==> config.mk <==
export PLATFORM = sky130hd
export DESIGN_NAME = dsp_wdata_channel_flat
export DESIGN_NICKNAME = d
export VERILOG_FILES = /design/src/rtl/dsp_wdata_channel_if.sv /design/src/rtl/dsp_wdata_channel.sv /design/src/flat_wrapper.sv
export SDC_FILE = /design/constraint.sdc
export NUM_CORES = 1
export LEC_CHECK = 0
export ABC_AREA = 1
export BUFFER_PORTS_ARGS = -buffer_cell sky130_fd_sc_hd__buf_2
export CAP_MARGIN = 30
export CORE_MARGIN = 10
export CORE_UTILIZATION = 25
export DETAILED_ROUTE_END_ITERATION = 12
export GPL_TIMING_DRIVEN = 1
export PLACE_DENSITY = 0.47
export SLEW_MARGIN = 20
export SYNTH_ARGS = -nofsm -noshare
export SYNTH_HDL_FRONTEND = slang
export SYNTH_SLANG_ARGS = --single-unit
==> constraint.sdc <==
create_clock -name ACLK_i -period 1.65 [get_ports ACLK_i]
set_input_delay 0.0825 -clock ACLK_i [delete_from_list [all_inputs] [get_ports ACLK_i]]
set_output_delay 0.0825 -clock ACLK_i [all_outputs]
set_load 0.1 [all_outputs]
==> src/rtl/dsp_wdata_channel_if.sv <==
// W-channel bundle for the write-data dispatcher: master beats in, per-slave beats out,
// plus the link to the head of the write-address dispatcher's outstanding queue.
interface dsp_wdata_channel_if #(
  parameter int SLV_AMT          = 2,
  parameter int DATA_WIDTH       = 32,
  parameter int TRANS_DATA_LEN_W = 3,
  parameter int SLV_ID_W         = $clog2(SLV_AMT)
);
  logic [DATA_WIDTH-1:0]         m_WDATA_i;
  logic                          m_WLAST_i;
  logic                          m_WVALID_i;
  logic                          m_WREADY_o;
  logic [SLV_ID_W-1:0]           dsp_WADDR_slv_id_i;
  logic                          dsp_WADDR_disable_i;
  logic [TRANS_DATA_LEN_W-1:0]   dsp_WADDR_len_i;
  logic                          dsp_WADDR_shift_en_o;
  logic [DATA_WIDTH*SLV_AMT-1:0] sa_WDATA_o;
  logic [SLV_AMT-1:0]            sa_WLAST_o;
  logic [SLV_AMT-1:0]            sa_WVALID_o;
  logic [SLV_AMT-1:0]            sa_WREADY_i;
  logic                          wlast_err_o;

  // Dispatcher side: the block that owns the register slice.
  modport slave (
    input  m_WDATA_i, m_WLAST_i, m_WVALID_i,
    output m_WREADY_o,
    input  dsp_WADDR_slv_id_i, dsp_WADDR_disable_i, dsp_WADDR_len_i,
    output dsp_WADDR_shift_en_o,
    output sa_WDATA_o, sa_WLAST_o, sa_WVALID_o,
    input  sa_WREADY_i,
    output wlast_err_o
  );

  // Environment side: master, address dispatcher and slave arbiters.
  modport master (
    output m_WDATA_i, m_WLAST_i, m_WVALID_i,
    input  m_WREADY_o,
    output dsp_WADDR_slv_id_i, dsp_WADDR_disable_i, dsp_WADDR_len_i,
    input  dsp_WADDR_shift_en_o,
    input  sa_WDATA_o, sa_WLAST_o, sa_WVALID_o,
    output sa_WREADY_i,
    input  wlast_err_o
  );
endinterface

==> src/rtl/dsp_wdata_channel.sv <==
// Per-master write-data dispatcher: routes W beats through a 1-entry slice to the slave
// named by the head outstanding write. Optional burst-length check: DSP_WDATA_LEN_CHECK_EN.
module dsp_wdata_channel #(
  parameter int SLV_AMT          = 2,
  parameter int DATA_WIDTH       = 32,
  parameter int TRANS_DATA_LEN_W = 3,
  parameter int SLV_ID_W         = $clog2(SLV_AMT)
) (
  input  logic                        ACLK_i,
  input  logic                        ARESET_i,
  dsp_wdata_channel_if.slave          bus,
  output logic [TRANS_DATA_LEN_W-1:0] dbg_beat_cnt
);

`ifdef DSP_WDATA_LEN_CHECK_EN
  localparam bit LEN_CHECK = 1'b1;
`else
  localparam bit LEN_CHECK = 1'b0;
`endif

  // Handshake rule on both sides: a beat moves on a cycle where valid and ready are both
  // high; a raised valid holds its payload stable until that cycle.
  logic                        slot_vld;
  logic                        slot_last;
  logic [DATA_WIDTH-1:0]       slot_data;
  logic [SLV_ID_W-1:0]         slot_id;
  logic [TRANS_DATA_LEN_W-1:0] beat_cnt;
  logic                        err_q;

  logic pop;
  logic wready;
  logic acc;
  logic cnt_at_len;
  logic len_err;
  logic burst_end;

  assign pop        = slot_vld & bus.sa_WREADY_i[slot_id];
  assign wready     = ~bus.dsp_WADDR_disable_i & (~slot_vld | pop);
  assign acc        = bus.m_WVALID_i & wready;
  assign cnt_at_len = (beat_cnt == bus.dsp_WADDR_len_i);

  // WLAST early, or the expected last beat arriving without WLAST.
  assign len_err    = LEN_CHECK & acc & (bus.m_WLAST_i ^ cnt_at_len);
  assign burst_end  = acc & (bus.m_WLAST_i | (LEN_CHECK & cnt_at_len));

  assign bus.m_WREADY_o           = wready;
  assign bus.dsp_WADDR_shift_en_o = acc & bus.m_WLAST_i;
  assign bus.wlast_err_o          = err_q;
  assign dbg_beat_cnt             = beat_cnt;

  always_ff @(posedge ACLK_i) begin
    if (ARESET_i) begin
      slot_vld  <= 1'b0;
      slot_last <= 1'b0;
      slot_data <= '0;
      slot_id   <= '0;
      beat_cnt  <= '0;
      err_q     <= 1'b0;
    end else begin
      if (acc) begin
        slot_vld  <= 1'b1;
        slot_last <= bus.m_WLAST_i;
        slot_data <= bus.m_WDATA_i;
        slot_id   <= bus.dsp_WADDR_slv_id_i;
      end else if (pop) begin
        slot_vld  <= 1'b0;
      end

      if (burst_end) begin
        beat_cnt <= '0;
      end else if (acc) begin
        beat_cnt <= beat_cnt + TRANS_DATA_LEN_W'(1);
      end

      err_q <= len_err;
    end
  end

  // Only the selected slot sees the slice contents; every other slot is held at zero.
  always_comb begin
    bus.sa_WDATA_o  = '0;
    bus.sa_WLAST_o  = '0;
    bus.sa_WVALID_o = '0;
    for (int s = 0; s < SLV_AMT; s++) begin
      if (slot_id == SLV_ID_W'(s)) begin
        bus.sa_WDATA_o[s*DATA_WIDTH +: DATA_WIDTH] = slot_data;
        bus.sa_WLAST_o[s]                          = slot_last;
        bus.sa_WVALID_o[s]                         = slot_vld;
      end
    end
  end

endmodule
==> src/flat_wrapper.sv <==
// flat-port wrapper written by rule: the top's interface ports become plain ports
module dsp_wdata_channel_flat 
#(
  parameter int SLV_AMT          = 2,
  parameter int DATA_WIDTH       = 32,
  parameter int TRANS_DATA_LEN_W = 3,
  parameter int SLV_ID_W         = $clog2(SLV_AMT)
)
  (ACLK_i, ARESET_i, dbg_beat_cnt, bus_m_WDATA_i, bus_m_WLAST_i, bus_m_WVALID_i, bus_m_WREADY_o, bus_dsp_WADDR_slv_id_i, bus_dsp_WADDR_disable_i, bus_dsp_WADDR_len_i, bus_dsp_WADDR_shift_en_o, bus_sa_WDATA_o, bus_sa_WLAST_o, bus_sa_WVALID_o, bus_sa_WREADY_i, bus_wlast_err_o);
  dsp_wdata_channel_if #(.SLV_AMT(SLV_AMT), .DATA_WIDTH(DATA_WIDTH), .TRANS_DATA_LEN_W(TRANS_DATA_LEN_W), .SLV_ID_W(SLV_ID_W)) bus_i ();
  input  logic ACLK_i;
  input  logic ARESET_i;
  output logic [TRANS_DATA_LEN_W-1:0] dbg_beat_cnt;
  input wire logic [$bits(bus_i.m_WDATA_i)-1:0] bus_m_WDATA_i;
  input wire logic [$bits(bus_i.m_WLAST_i)-1:0] bus_m_WLAST_i;
  input wire logic [$bits(bus_i.m_WVALID_i)-1:0] bus_m_WVALID_i;
  output wire logic [$bits(bus_i.m_WREADY_o)-1:0] bus_m_WREADY_o;
  input wire logic [$bits(bus_i.dsp_WADDR_slv_id_i)-1:0] bus_dsp_WADDR_slv_id_i;
  input wire logic [$bits(bus_i.dsp_WADDR_disable_i)-1:0] bus_dsp_WADDR_disable_i;
  input wire logic [$bits(bus_i.dsp_WADDR_len_i)-1:0] bus_dsp_WADDR_len_i;
  output wire logic [$bits(bus_i.dsp_WADDR_shift_en_o)-1:0] bus_dsp_WADDR_shift_en_o;
  output wire logic [$bits(bus_i.sa_WDATA_o)-1:0] bus_sa_WDATA_o;
  output wire logic [$bits(bus_i.sa_WLAST_o)-1:0] bus_sa_WLAST_o;
  output wire logic [$bits(bus_i.sa_WVALID_o)-1:0] bus_sa_WVALID_o;
  input wire logic [$bits(bus_i.sa_WREADY_i)-1:0] bus_sa_WREADY_i;
  output wire logic [$bits(bus_i.wlast_err_o)-1:0] bus_wlast_err_o;
  assign bus_i.m_WDATA_i = bus_m_WDATA_i;
  assign bus_i.m_WLAST_i = bus_m_WLAST_i;
  assign bus_i.m_WVALID_i = bus_m_WVALID_i;
  assign bus_m_WREADY_o = bus_i.m_WREADY_o;
  assign bus_i.dsp_WADDR_slv_id_i = bus_dsp_WADDR_slv_id_i;
  assign bus_i.dsp_WADDR_disable_i = bus_dsp_WADDR_disable_i;
  assign bus_i.dsp_WADDR_len_i = bus_dsp_WADDR_len_i;
  assign bus_dsp_WADDR_shift_en_o = bus_i.dsp_WADDR_shift_en_o;
  assign bus_sa_WDATA_o = bus_i.sa_WDATA_o;
  assign bus_sa_WLAST_o = bus_i.sa_WLAST_o;
  assign bus_sa_WVALID_o = bus_i.sa_WVALID_o;
  assign bus_i.sa_WREADY_i = bus_sa_WREADY_i;
  assign bus_wlast_err_o = bus_i.wlast_err_o;
  dsp_wdata_channel #(.SLV_AMT(SLV_AMT), .DATA_WIDTH(DATA_WIDTH), .TRANS_DATA_LEN_W(TRANS_DATA_LEN_W), .SLV_ID_W(SLV_ID_W)) u_core (.ACLK_i(ACLK_i), .ARESET_i(ARESET_i), .bus(bus_i), .dbg_beat_cnt(dbg_beat_cnt));
endmodule
After elaboration in Yosys (flattened, before gate mapping) --
Index checks and enable logic that the tools add are counted.
Word-level totals: logic and storage cells 26, output and inout port bits 74, register bits after elaboration 38
Cells by class: add/subtract/negate cells 1, bitwise gates (word level) 7, mux-type cells 10, reductions and logical operators 2, order comparisons 1
Operators by type and width (number):
- $mux W32 | 2
- $mux W1 | 8
- $and A1 B1 Y1 | 4
- $add A3 B1 Y3 const B | 1
- $lt A1 B2 Y1 const B | 1
- $not A1 Y1 | 2
- $reduce_bool A2 Y1 | 1
- $reduce_or A2 Y1 | 1
- $or A1 B1 Y1 | 1

Logic depth before layout (Yosys ltp) --
Gate-level depths: netlist (run 1).
word-level depth 8, gate-level depth with buffers 9, depth with buffers taken out 7

Least setup slack after synthesis (run 1) --
Ideal clock, no wire load.
kind reg2out, from register u_core.slot_id, to output bus_m_WREADY_o, stages on the path, launching flop included 4, setup slack -0.617 ns, required time 1.567 ns, arrival 2.184 ns, cells stage by stage dfxtp_1 buf_2 nand2_1 a31oi_1
On the way: cells in the longest elaborated chain, start to end 5
Ends and longest elaborated chain:
- start: declaration | RTL line dsp_wdata_channel.sv:26 | logic [SLV_ID_W-1:0] slot_id;
- start signal: assignment | RTL line dsp_wdata_channel.sv:64 | slot_id <= bus.dsp_WADDR_slv_id_i;
- $mux W1 (implied by the code) (2 in series) | RTL line dsp_wdata_channel.sv:37 | assign pop = slot_vld & bus.sa_WREADY_i[slot_id];
- $and A1 B1 Y1 | RTL line dsp_wdata_channel.sv:37
- $or A1 B1 Y1 | RTL line dsp_wdata_channel.sv:38 | assign wready = ~bus.dsp_WADDR_disable_i & (~slot_vld | pop);
- $and A1 B1 Y1 | RTL line dsp_wdata_channel.sv:38
- end: declaration | RTL line flat_wrapper.sv:17 | output wire logic [$bits(bus_i.m_WREADY_o)-1:0] bus_m_WREADY_o;
Every way passes these cells. The select of a mux whose other input is x is not followed.

Final worst setup path (run 1) --
from register u_core.slot_id, to output bus_dsp_WADDR_shift_en_o
On the way: cells in the longest elaborated chain, start to end 7
Ends and longest elaborated chain:
- $mux W1 (implied by the code) (2 in series) | RTL line dsp_wdata_channel.sv:37
- $and A1 B1 Y1 | RTL line dsp_wdata_channel.sv:37
- $or A1 B1 Y1 | RTL line dsp_wdata_channel.sv:38
- $and A1 B1 Y1 | RTL line dsp_wdata_channel.sv:38
- $and A1 B1 Y1 | RTL line dsp_wdata_channel.sv:39 | assign acc = bus.m_WVALID_i & wready;
- $and A1 B1 Y1 | RTL line dsp_wdata_channel.sv:47 | assign bus.dsp_WADDR_shift_en_o = acc & bus.m_WLAST_i;
- end: declaration | RTL line flat_wrapper.sv:21 | output wire logic [$bits(bus_i.dsp_WADDR_shift_en_o)-1:0] bus_dsp_WADDR_shift_en_o;
Every way passes these cells. The select of a mux whose other input is x is not followed.

==> results of run 1 <==
[power by group]
part	leakage (nW)	internal, mW	switching, mW
combinational	1.71	0.255	0.874
clock	0.0575	0.422	0.334
sequential	0.313	0.981	0.0336
[logic make-up after synthesis]
| group | Yosys count | synth area share |
|---|---|---|
| AOI/OAI and AO/OA | 4 | 0.0103 |
| adders and majority gates | 1 | 0.00607 |
| buffers and inverters | 95 | 0.197 |
| DFF | 38 | 0.369 |
| other | 1 | 0.00182 |
| and+or+nand+nor | 220 | 0.416 |
[sequential cells by signal (all words and copies together), names as in the netlist]
name and flops:
u_core.slot_data 32, u_core.slot_vld 1, u_core.dbg_beat_cnt 3, u_core.slot_id 1
u_core.slot_last 1
[per-stage QoR]
| step | cells | total power, mW | cell area (um2) |
|---|---|---|---|
| 3_5_place_dp | 564 | 2.17 | 3290 |
| 3_3_place_gp | 564 | 2.16 | 3290 |
| 4_1_cts | 573 | 2.94 | 3410 |
| 5_1_grt | 574 | 3.06 | 3420 |
| 2_1_floorplan | 359 | 1.91 | 2100 |
| 6_report | 574 | 2.90 | 3420 |
[Yosys cell counts (all sizes together)]
cell	n
nor2	101
buf	11
a21oi	3
nand4	4
inv	75
clkbuf	8
ha	1
a31oi	1
nand3	2
conb	1
clkinv	1
nand2	113
dfxtp	38
[cell type report]
| cell class | count | area [um2] | share of cell area |
|---|---|---|---|
| Timing Repair Buffer | 121 | 1200 | 0.350 |
| Multi-Input combinational cell | 226 | 937 | 0.274 |
| Sequential cell | 38 | 762 | 0.223 |
| Inverter | 76 | 285 | 0.0833 |
| Tap cell | 105 | 131 | 0.0384 |
| Clock buffer | 8 | 110 | 0.0322 |
[worst paths after layout]
path | start | to | slack (ns) | cells past startpoint
worst min register to register | u_core.slot_last$_SDFFE_PP0P_ | u_core.slot_last$_SDFFE_PP0P_ | 0.49 | 2
worst min-delay path | bus_m_WDATA_i[11] | u_core.slot_data[11]$_SDFFE_PP0P_ | 0.01 | 3
worst max-delay path | u_core.slot_id$_SDFFE_PP0P_ | bus_dsp_WADDR_shift_en_o | 0.15 | 5
worst max register to register | u_core.slot_id$_SDFFE_PP0P_ | u_core.slot_data[19]$_SDFFE_PP0P_ | 0.25 | 8
[timing repair]
item | in CTS | in global routing
hold endpoints to repair | 1 | 1
hold buffers | 1 | 1
setup endpoints to repair | 0 | 0
[metal layers]
| metal | part of all wire | global-route usage | vias to the layer above | wire length [um] |
|---|---|---|---|---|
| met5 | 0 | 0 | - | 0 |
| met4 | 0.011 | 0.0339 | 0 | 74 |
| met3 | 0.086 | 0.0465 | 4 | 558 |
| met2 | 0.49 | 0.180 | 64 | 3140 |
| met1 | 0.42 | 0.114 | 965 | 2690 |
| li1 | - | - | 1218 | - |
[tightest hold or removal path, delay by kind of cell]
family | cells | cell delay, ns
AND/OR/NAND/NOR | 2 | 0.11
buffers and inverters | 1 | 0.07
==> results.py, run 1 <==
metrics = {
    "status": {
        "status": "completed",
    },
    "die": {
        "row_count": 33,
        "start_util": 0.253,
        "io_pins": 117,
        "die_x_um": 111,
        "fp.coreArea_mm2": 0.00813,
        "die_area_mm2": 0.0123,
        "die_y_um": 111,
    },
    "setup_path": {
        "worstPathRequired_ns": 1.57,
        "crit_family": "simple AND/OR/NAND/NOR gates",
        "critPathMaxFanout": 6,
        "path_cells": "nand2_1, nand3_2, nand4_1, inv_1, buf_12",
        "crit_path_max_incr_delay_ns": 0.39,
        "end_kind": "output port",
        "arrival_ns": 1.42,
        "cp-start-kind": "flip-flop",
        "critPathBufInv": 2,
        "worstSetupPathType": "flip-flop to output port",
        "slowest_stage": "dfxtp_2",
    },
    "synth": {
        "syn_nets": 403,
        "ys_ff_latch": 38,
        "netlist_area_mm2": 0.00206,
        "synth.avg_cell_area_um2": 5.74,
        "ys_types": 18,
        "ys_seq_area_frac": 0.369,
        "synthTopCellsByArea": "dfxtp_1 37%, nand2_1 20%, nor2_1 18%",
        "synth_top_area_cell": "dfxtp_1",
        "synth_top_area_share": 0.369,
        "ys.warnings.count": 0,
        "synth_cells": 359,
    },
    "sta": {
        "worst_slack_ns": 0.147,
        "slew_headroom": 0.497,
        "whs_ns": 0.0132,
        "max_freq_mhz": 665,
        "hold_viol": 0,
        "grt_setup_unrepaired": "false",
        "drv_slew": 0,
        "min_period_over_period": 0.911,
        "setup-violations-final": 0,
        "fin_crit_ns": 1.50,
        "tightest_slew_ns": 0.750,
        "setup_tns_ns": 0,
        "fin_skew_ns": 0.00616,
    },
    "pwr": {
        "power.density_mw_per_mm2": 847,
        "ir_drop_uv": 323,
        "leakagePower_nw": 2.08,
    },
    "clock_network": {
        "cts.reportedPaths.clkPinSlew_ns": 0.08,
        "cts_resized": 0,
        "cts_tree": "yes",
        "cts_buffer_depth": 2,
        "root_buffer": "clkbuf_8",
        "htree_levels": 2,
        "post_cts_buffers": 0,
        "cts_made_buffers": 5,
        "clock_sinks": 38,
        "clk_latency_ns": 0.28,
    },
    "detailed_routing": {
        "dr.pass1.iters": 4,
        "wl_per_cell_um": 11.2,
        "drc": 0,
        "vias": 2251,
        "via_per_inst": 3.92,
        "first_iter_violations": 65,
        "ant_nets": 0,
        "routed_wl_um": 6460,
    },
    "global_routing": {
        "grt_pass1_vias": 2211,
        "grt_max_degree": 40,
        "grt_overflow": 0,
        "grt_usage": 0.106,
        "antenna_found_initial": 0,
        "grt_pass1_wl_um": 11000,
    },
    "placement": {
        "globalplace.congestion": 0.708,
        "hpwl_um": 5130,
        "port_buffers": 112,
        "dp_slack_ns": 0.224,
    },
    "final_layout": {
        "mostFrequentLayoutCells": "112 x nand2_1, 87 x nor2_1, 76 x buf_2",
        "fill_cells": 875,
        "final_common_cell": "nand2_1",
        "fin_nets": 512,
        "final_util": 0.421,
        "antenna_cells": 0,
        "syn_to_final_growth_pct": 66.1,
        "layout-drive-gt1-share": 0.313,
    },
    "min_path": {
        "hold_path_class": "input port to flip-flop",
    },
    "job": {
        "drv_cap": 0,
    },
}
No activity file was read; power rests on OpenSTA's default activity.
==> run 2, diff against run 1 <==
RECOVER_POWER = 50   (was unset)
==> run 2 against run 1 <==
  * Global-route usage did not move
  * Setup slack got worse by 0.042 ns
  * Sequential share of layout area up 2.4 points
  * Total power shrank 1.7%
  * Final area fell by 9.6%
  * Critical path depth shrank 2
  * Sequential power about the same
  * Largest cell class is now multi-input gates
==> results.py, run 2 (synthesized netlist as in run 1, its figures left out) <==
metrics = {
    "sta": {
        "max_freq_mhz": 647,
        "whs_ns": 0.0154,
        "tightest_slew_ns": 0.729,
        "fin_crit_ns": 1.54,
        "hold_viol": 0,
        "fin_skew_ns": 0.00445,
        "min_period_over_period": 0.936,
        "slew_headroom": 0.511,
        "grt_setup_unrepaired": "false",
        "setup-violations-final": 0,
        "setup_tns_ns": 0,
        "drv_slew": 0,
    },
    "final_layout": {
        "fin_nets": 512,
        "largest_register_ffs": 32,
        "final_common_cell": "nand2_1",
        "layout-drive-gt1-share": 0.309,
        "mostFrequentLayoutCells": "112 x nand2_1, 87 x nor2_1, 74 x inv_1",
        "antenna_cells": 0,
        "top_register": "u_core.slot_data",
        "final_cell_area_mm2": 0.00310,
        "syn_to_final_growth_pct": 50.2,
        "final_util": 0.381,
        "layout.cells.non_filler": 574,
    },
    "min_path": {
        "hold_path_class": "input port to flip-flop",
        "hold_path_depth": 3,
    },
    "setup_path": {
        "worstSetupPathType": "flip-flop to output port",
        "worstPathRequired_ns": 1.57,
        "path_cells": "clkbuf_4, nor2_2, buf_2",
        "reg2reg_from": "u_core.slot_id$_SDFFE_PP0P_",
        "cp-endpoint": "bus_sa_WDATA_o[2]",
        "crit_family": "buffers and inverters",
        "crit_path_max_incr_delay_ns": 0.43,
        "slowest_stage": "buf_2",
        "arrival_ns": 1.46,
        "end_kind": "output port",
        "cp-start-kind": "flip-flop",
        "critPathBufInv": 2,
        "critPathMaxFanout": 16,
        "startpoint": "u_core.slot_id$_SDFFE_PP0P_",
        "crit_cells": 3,
        "ff2ff_setup_slack_ns": 0.21,
        "r2r_cells": 8,
        "r2r_end": "u_core.slot_data[19]$_SDFFE_PP0P_",
    },
    "detailed_routing": {
        "drc": 0,
        "dr.pass1.iters": 4,
        "ant_nets": 0,
        "wl_per_cell_um": 11.3,
        "routed_wl_um": 6500,
        "first_iter_violations": 65,
        "vias": 2253,
        "via_per_inst": 3.93,
    },
    "die": {
        "row_count": 33,
        "fp.coreArea_mm2": 0.00813,
        "die_x_um": 111,
        "die_y_um": 111,
        "die_area_mm2": 0.0123,
        "start_util": 0.253,
        "io_pins": 117,
    },
    "placement": {
        "port_buffers": 112,
        "placed_cell_area_mm2": 0.00329,
        "hpwl_um": 5130,
        "dp.cells": 564,
        "globalplace.congestion": 0.708,
    },
    "global_routing": {
        "antenna_found_initial": 0,
        "grt_usage": 0.106,
        "grt_overflow": 0,
        "grt_pass1_vias": 2211,
        "grt_pass1_wl_um": 11000,
        "grt_max_degree": 40,
    },
    "pwr": {
        "ir_drop_uv": 322,
        "power.density_mw_per_mm2": 920,
        "leakagePower_nw": 2.00,
    },
    "clock_network": {
        "root_buffer": "clkbuf_8",
        "clock_sinks": 38,
        "cts_made_buffers": 5,
        "clk_latency_ns": 0.28,
        "cts_buffer_depth": 2,
        "cts_resized": 0,
        "htree_levels": 2,
        "cts_tree": "yes",
        "cts.reportedPaths.clkPinSlew_ns": 0.08,
    },
    "status": {
        "status": "completed",
    },
    "job": {
        "drv_cap": 0,
    },
}
-- run 2: changes by cell type in the layout (fill, tap and decap cells not counted) --
cell      before  now
buf_12        38   13
clkbuf_4       0   15
buf_4          5   14
buf_2         76   73
clkbuf_2       0    3
a31oi_1        0    1
a31oi_2        1    0
buf_6          0    1
nand3_1        0    1
nand3_4        1    0
-- run 2: repair_timing --
action                                  4_1_cts  5_1_grt
endpoints found under the hold margin         1        1
buffers inserted                              0        0
hold buffers                                  1        1
endpoints found under the setup margin        0        0
-- run 2: layout make-up --
| type | count | area [um2] |
|---|---|---|
| repair buffers | 121 | 890 |
| inverters | 76 | 285 |
| well taps | 105 | 131 |
| flip-flops and latches | 38 | 762 |
| clock buffers | 8 | 110 |
| fillers | 917 | 5040 |
| multi-input cells | 226 | 918 |
-- run 2: tightest hold or removal path, stage by stage --
cell    delay, ns
buf_2        0.07
nor2_1       0.03
nor2_1       0.08
-- run 2: how the worst min path moves through the flow --
stage | from | to | slack (ns)
final | bus_m_WDATA_i[11] | u_core.slot_data[11]$_SDFFE_PP0P_ | 0.02
after global routing | bus_m_WDATA_i[7] | u_core.slot_data[7]$_SDFFE_PP0P_ | 0.007
after CTS | bus_m_WDATA_i[30] | u_core.slot_data[30]$_SDFFE_PP0P_ | 0.00003
after detailed placement | ARESET_i | u_core.slot_last$_SDFFE_PP0P_ | 0.28
after global placement | ARESET_i | u_core.slot_last$_SDFFE_PP0P_ | 0.27
after floorplan | ARESET_i | u_core.slot_last$_SDFFE_PP0P_ | 0.15
-- run 2: metrics by stage --
stage	worst slack, ns	power [mW]
CTS	0.112	2.94
detailed placement	0.224	2.17
global route	0.0114	3.02
floorplan	-0.492	1.91
finish	0.105	2.85
global placement	0.236	2.16
-- run 2: layer usage --
metal / part of all wire / vias up / track usage
met3: 0.081 / 4 / 0.0465
met4: 0.011 / 0 / 0.0339
met5: 0 / - / 0
met1: 0.43 / 964 / 0.114
met2: 0.47 / 66 / 0.180
li1: - / 1219 / -
-- run 2: power breakdown --
group	switching (mW)	internal [mW]	total [mW]
Clock	0.329	0.422	0.751
Combinational	0.865	0.219	1.08
Sequential	0.0335	0.981	1.01
==> run 3, diff against run 2 <==
CORE_UTILIZATION = 44   (was 25)
PLACE_DENSITY = 0.77   (was 0.47)
==> run 3 against run 2 <==
  * Non-clock buffer count down 4
  * Clock-buffer cell count down 1
  * Largest cell class is now non-clock buffers
  * Critical endpoint is now bus_sa_WDATA_o[27]
  * Sequential power about the same
  * Clock power fell by 22%
  * Setup slack got worse by 0.014 ns
  * Combinational power barely moved
  * Register-to-register slack worse by 0.08 ns
  * First-iteration DRC count rose by 83%
  * Clock skew shrank 0.0023 ns
  * Maximum frequency is 0.89% lower
==> results.py, run 3 (synthesized netlist as in run 1, its figures left out) <==
metrics = {
    "sta": {
        "setup-violations-final": 0,
        "fin_skew_ns": 0.00216,
        "max_freq_mhz": 642,
        "worst_slack_ns": 0.0913,
        "fin_crit_ns": 1.56,
        "min_period_over_period": 0.945,
        "grt_setup_unrepaired": "false",
        "whs_ns": 0.0221,
        "drv_slew": 0,
        "tightest_slew_ns": 0.549,
        "slew_headroom": 0.635,
        "hold_viol": 0,
    },
    "setup_path": {
        "worstSetupPathType": "flip-flop to output port",
        "arrival_ns": 1.48,
        "critPathMaxFanout": 34,
        "worstPathRequired_ns": 1.57,
        "cp-start-kind": "flip-flop",
        "ff2ff_setup_slack_ns": 0.13,
        "end_kind": "output port",
    },
    "global_routing": {
        "antenna_found_initial": 0,
        "grt_usage": 0.153,
        "grt_overflow": 0,
        "grt_pass1_vias": 2080,
        "grt_pass1_wl_um": 9590,
        "grt_max_degree": 72,
    },
    "final_layout": {
        "layout-drive-gt1-share": 0.306,
        "fin_nets": 508,
        "syn_to_final_growth_pct": 52.0,
        "mostFrequentLayoutCells": "112 x nand2_1, 87 x nor2_1, 74 x inv_1",
        "layout.cells.non_filler": 516,
        "final_common_cell": "nand2_1",
        "antenna_cells": 0,
        "largest_register_ffs": 32,
        "final_cell_area_mm2": 0.00313,
        "fill_cells": 387,
        "top_register": "u_core.slot_data",
    },
    "clock_network": {
        "cts_tree": "yes",
        "cts.reportedPaths.clkPinSlew_ns": 0.07,
        "clk_latency_ns": 0.28,
        "cts_buffer_depth": 2,
        "clock_sinks": 38,
        "root_buffer": "clkbuf_8",
        "cts_made_buffers": 5,
        "post_cts_buffers": 0,
        "htree_levels": 2,
    },
    "placement": {
        "dp.cells": 508,
        "globalplace.congestion": 0.805,
        "hpwl_um": 4760,
        "port_buffers": 112,
        "placed_cell_area_mm2": 0.00321,
        "dp_slack_ns": 0.295,
    },
    "pwr": {
        "leakagePower_nw": 2.00,
        "ir_drop_uv": 606,
        "power.density_mw_per_mm2": 861,
    },
    "job": {
        "drv_cap": 0,
    },
    "detailed_routing": {
        "dr.pass1.iters": 4,
        "first_iter_violations": 119,
        "routed_wl_um": 6090,
        "wl_per_cell_um": 11.8,
        "drc": 0,
        "via_per_inst": 4.42,
        "ant_nets": 0,
        "vias": 2283,
    },
    "die": {
        "fp.coreArea_mm2": 0.00444,
        "row_count": 24,
        "die_x_um": 88.5,
        "start_util": 0.464,
        "die_y_um": 88.5,
        "die_area_mm2": 0.00782,
        "io_pins": 117,
    },
    "min_path": {
        "hold_path_class": "input port to flip-flop",
    },
    "status": {
        "status": "completed",
    },
}
-- run 3: cell types whose count changed in the layout (fill, tap and decap cells not counted), moves of 2 or more --
cell | previous run | this run
buf_12 | 13 | 25
clkbuf_1 | 0 | 2
clkbuf_4 | 15 | 0
clkbuf_8 | 8 | 5
-- run 3: layout make-up --
cell class | count | area, um2 | share of cell area
clock buffer | 7 | 76.3 | 0.0244
inverter | 76 | 289 | 0.0922
multi-input combinational | 226 | 937 | 0.299
sequential | 38 | 762 | 0.243
tap | 52 | 65.1 | 0.0208
timing repair buffer | 117 | 1000 | 0.321
-- run 3: metrics by stage --
stage | util | power (mW) | TNS [ns]
floorplan | - | 1.91 | -9.83
global placement | 0.721 | 2.14 | 0
detailed placement | 0.721 | 2.16 | 0
CTS | 0.741 | 2.75 | 0
global route | 0.705 | 2.84 | 0
finish | 0.705 | 2.70 | 0
-- run 3: worst paths after layout --
kind                            startpoint                                end  cells after the start
min                      bus_m_WDATA_i[27]  u_core.slot_data[27]$_SDFFE_PP0P_                      3
max reg2reg    u_core.slot_id$_SDFFE_PP0P_        u_core.slot_id$_SDFFE_PP0P_                      8
max            u_core.slot_id$_SDFFE_PP0P_                 bus_sa_WDATA_o[27]                      3
min reg2reg  u_core.slot_last$_SDFFE_PP0P_      u_core.slot_last$_SDFFE_PP0P_                      2
-- run 3: what timing repair did --
action | CTS | global route
hold buffers | 1 | 0
hold endpoints to repair | 1 | 0
setup endpoints to repair | 0 | 8
resized for setup | 0 | 1
-- run 3: worst max-delay path, cell delays in order, from the launching register on --
cell,delay (ns)
dfxtp_2,0.34
buf_4,0.25
nor2_1,0.15
buf_2,0.44
-- run 3: metal layers --
metal | vias up | routed length (um) | GRT usage
li1 | 1208 | - | -
met3 | 2 | 677 | 0.0827
met4 | 0 | 36 | 0.0441
met1 | 1001 | 2260 | 0.152
met5 | - | 0 | 0
met2 | 72 | 3110 | 0.272
-- run 3: power breakdown --
group          total, mW  switching [mW]  internal [mW]
combinational       1.09           0.869          0.225
sequential          1.02          0.0341          0.982
clock              0.589           0.298          0.291
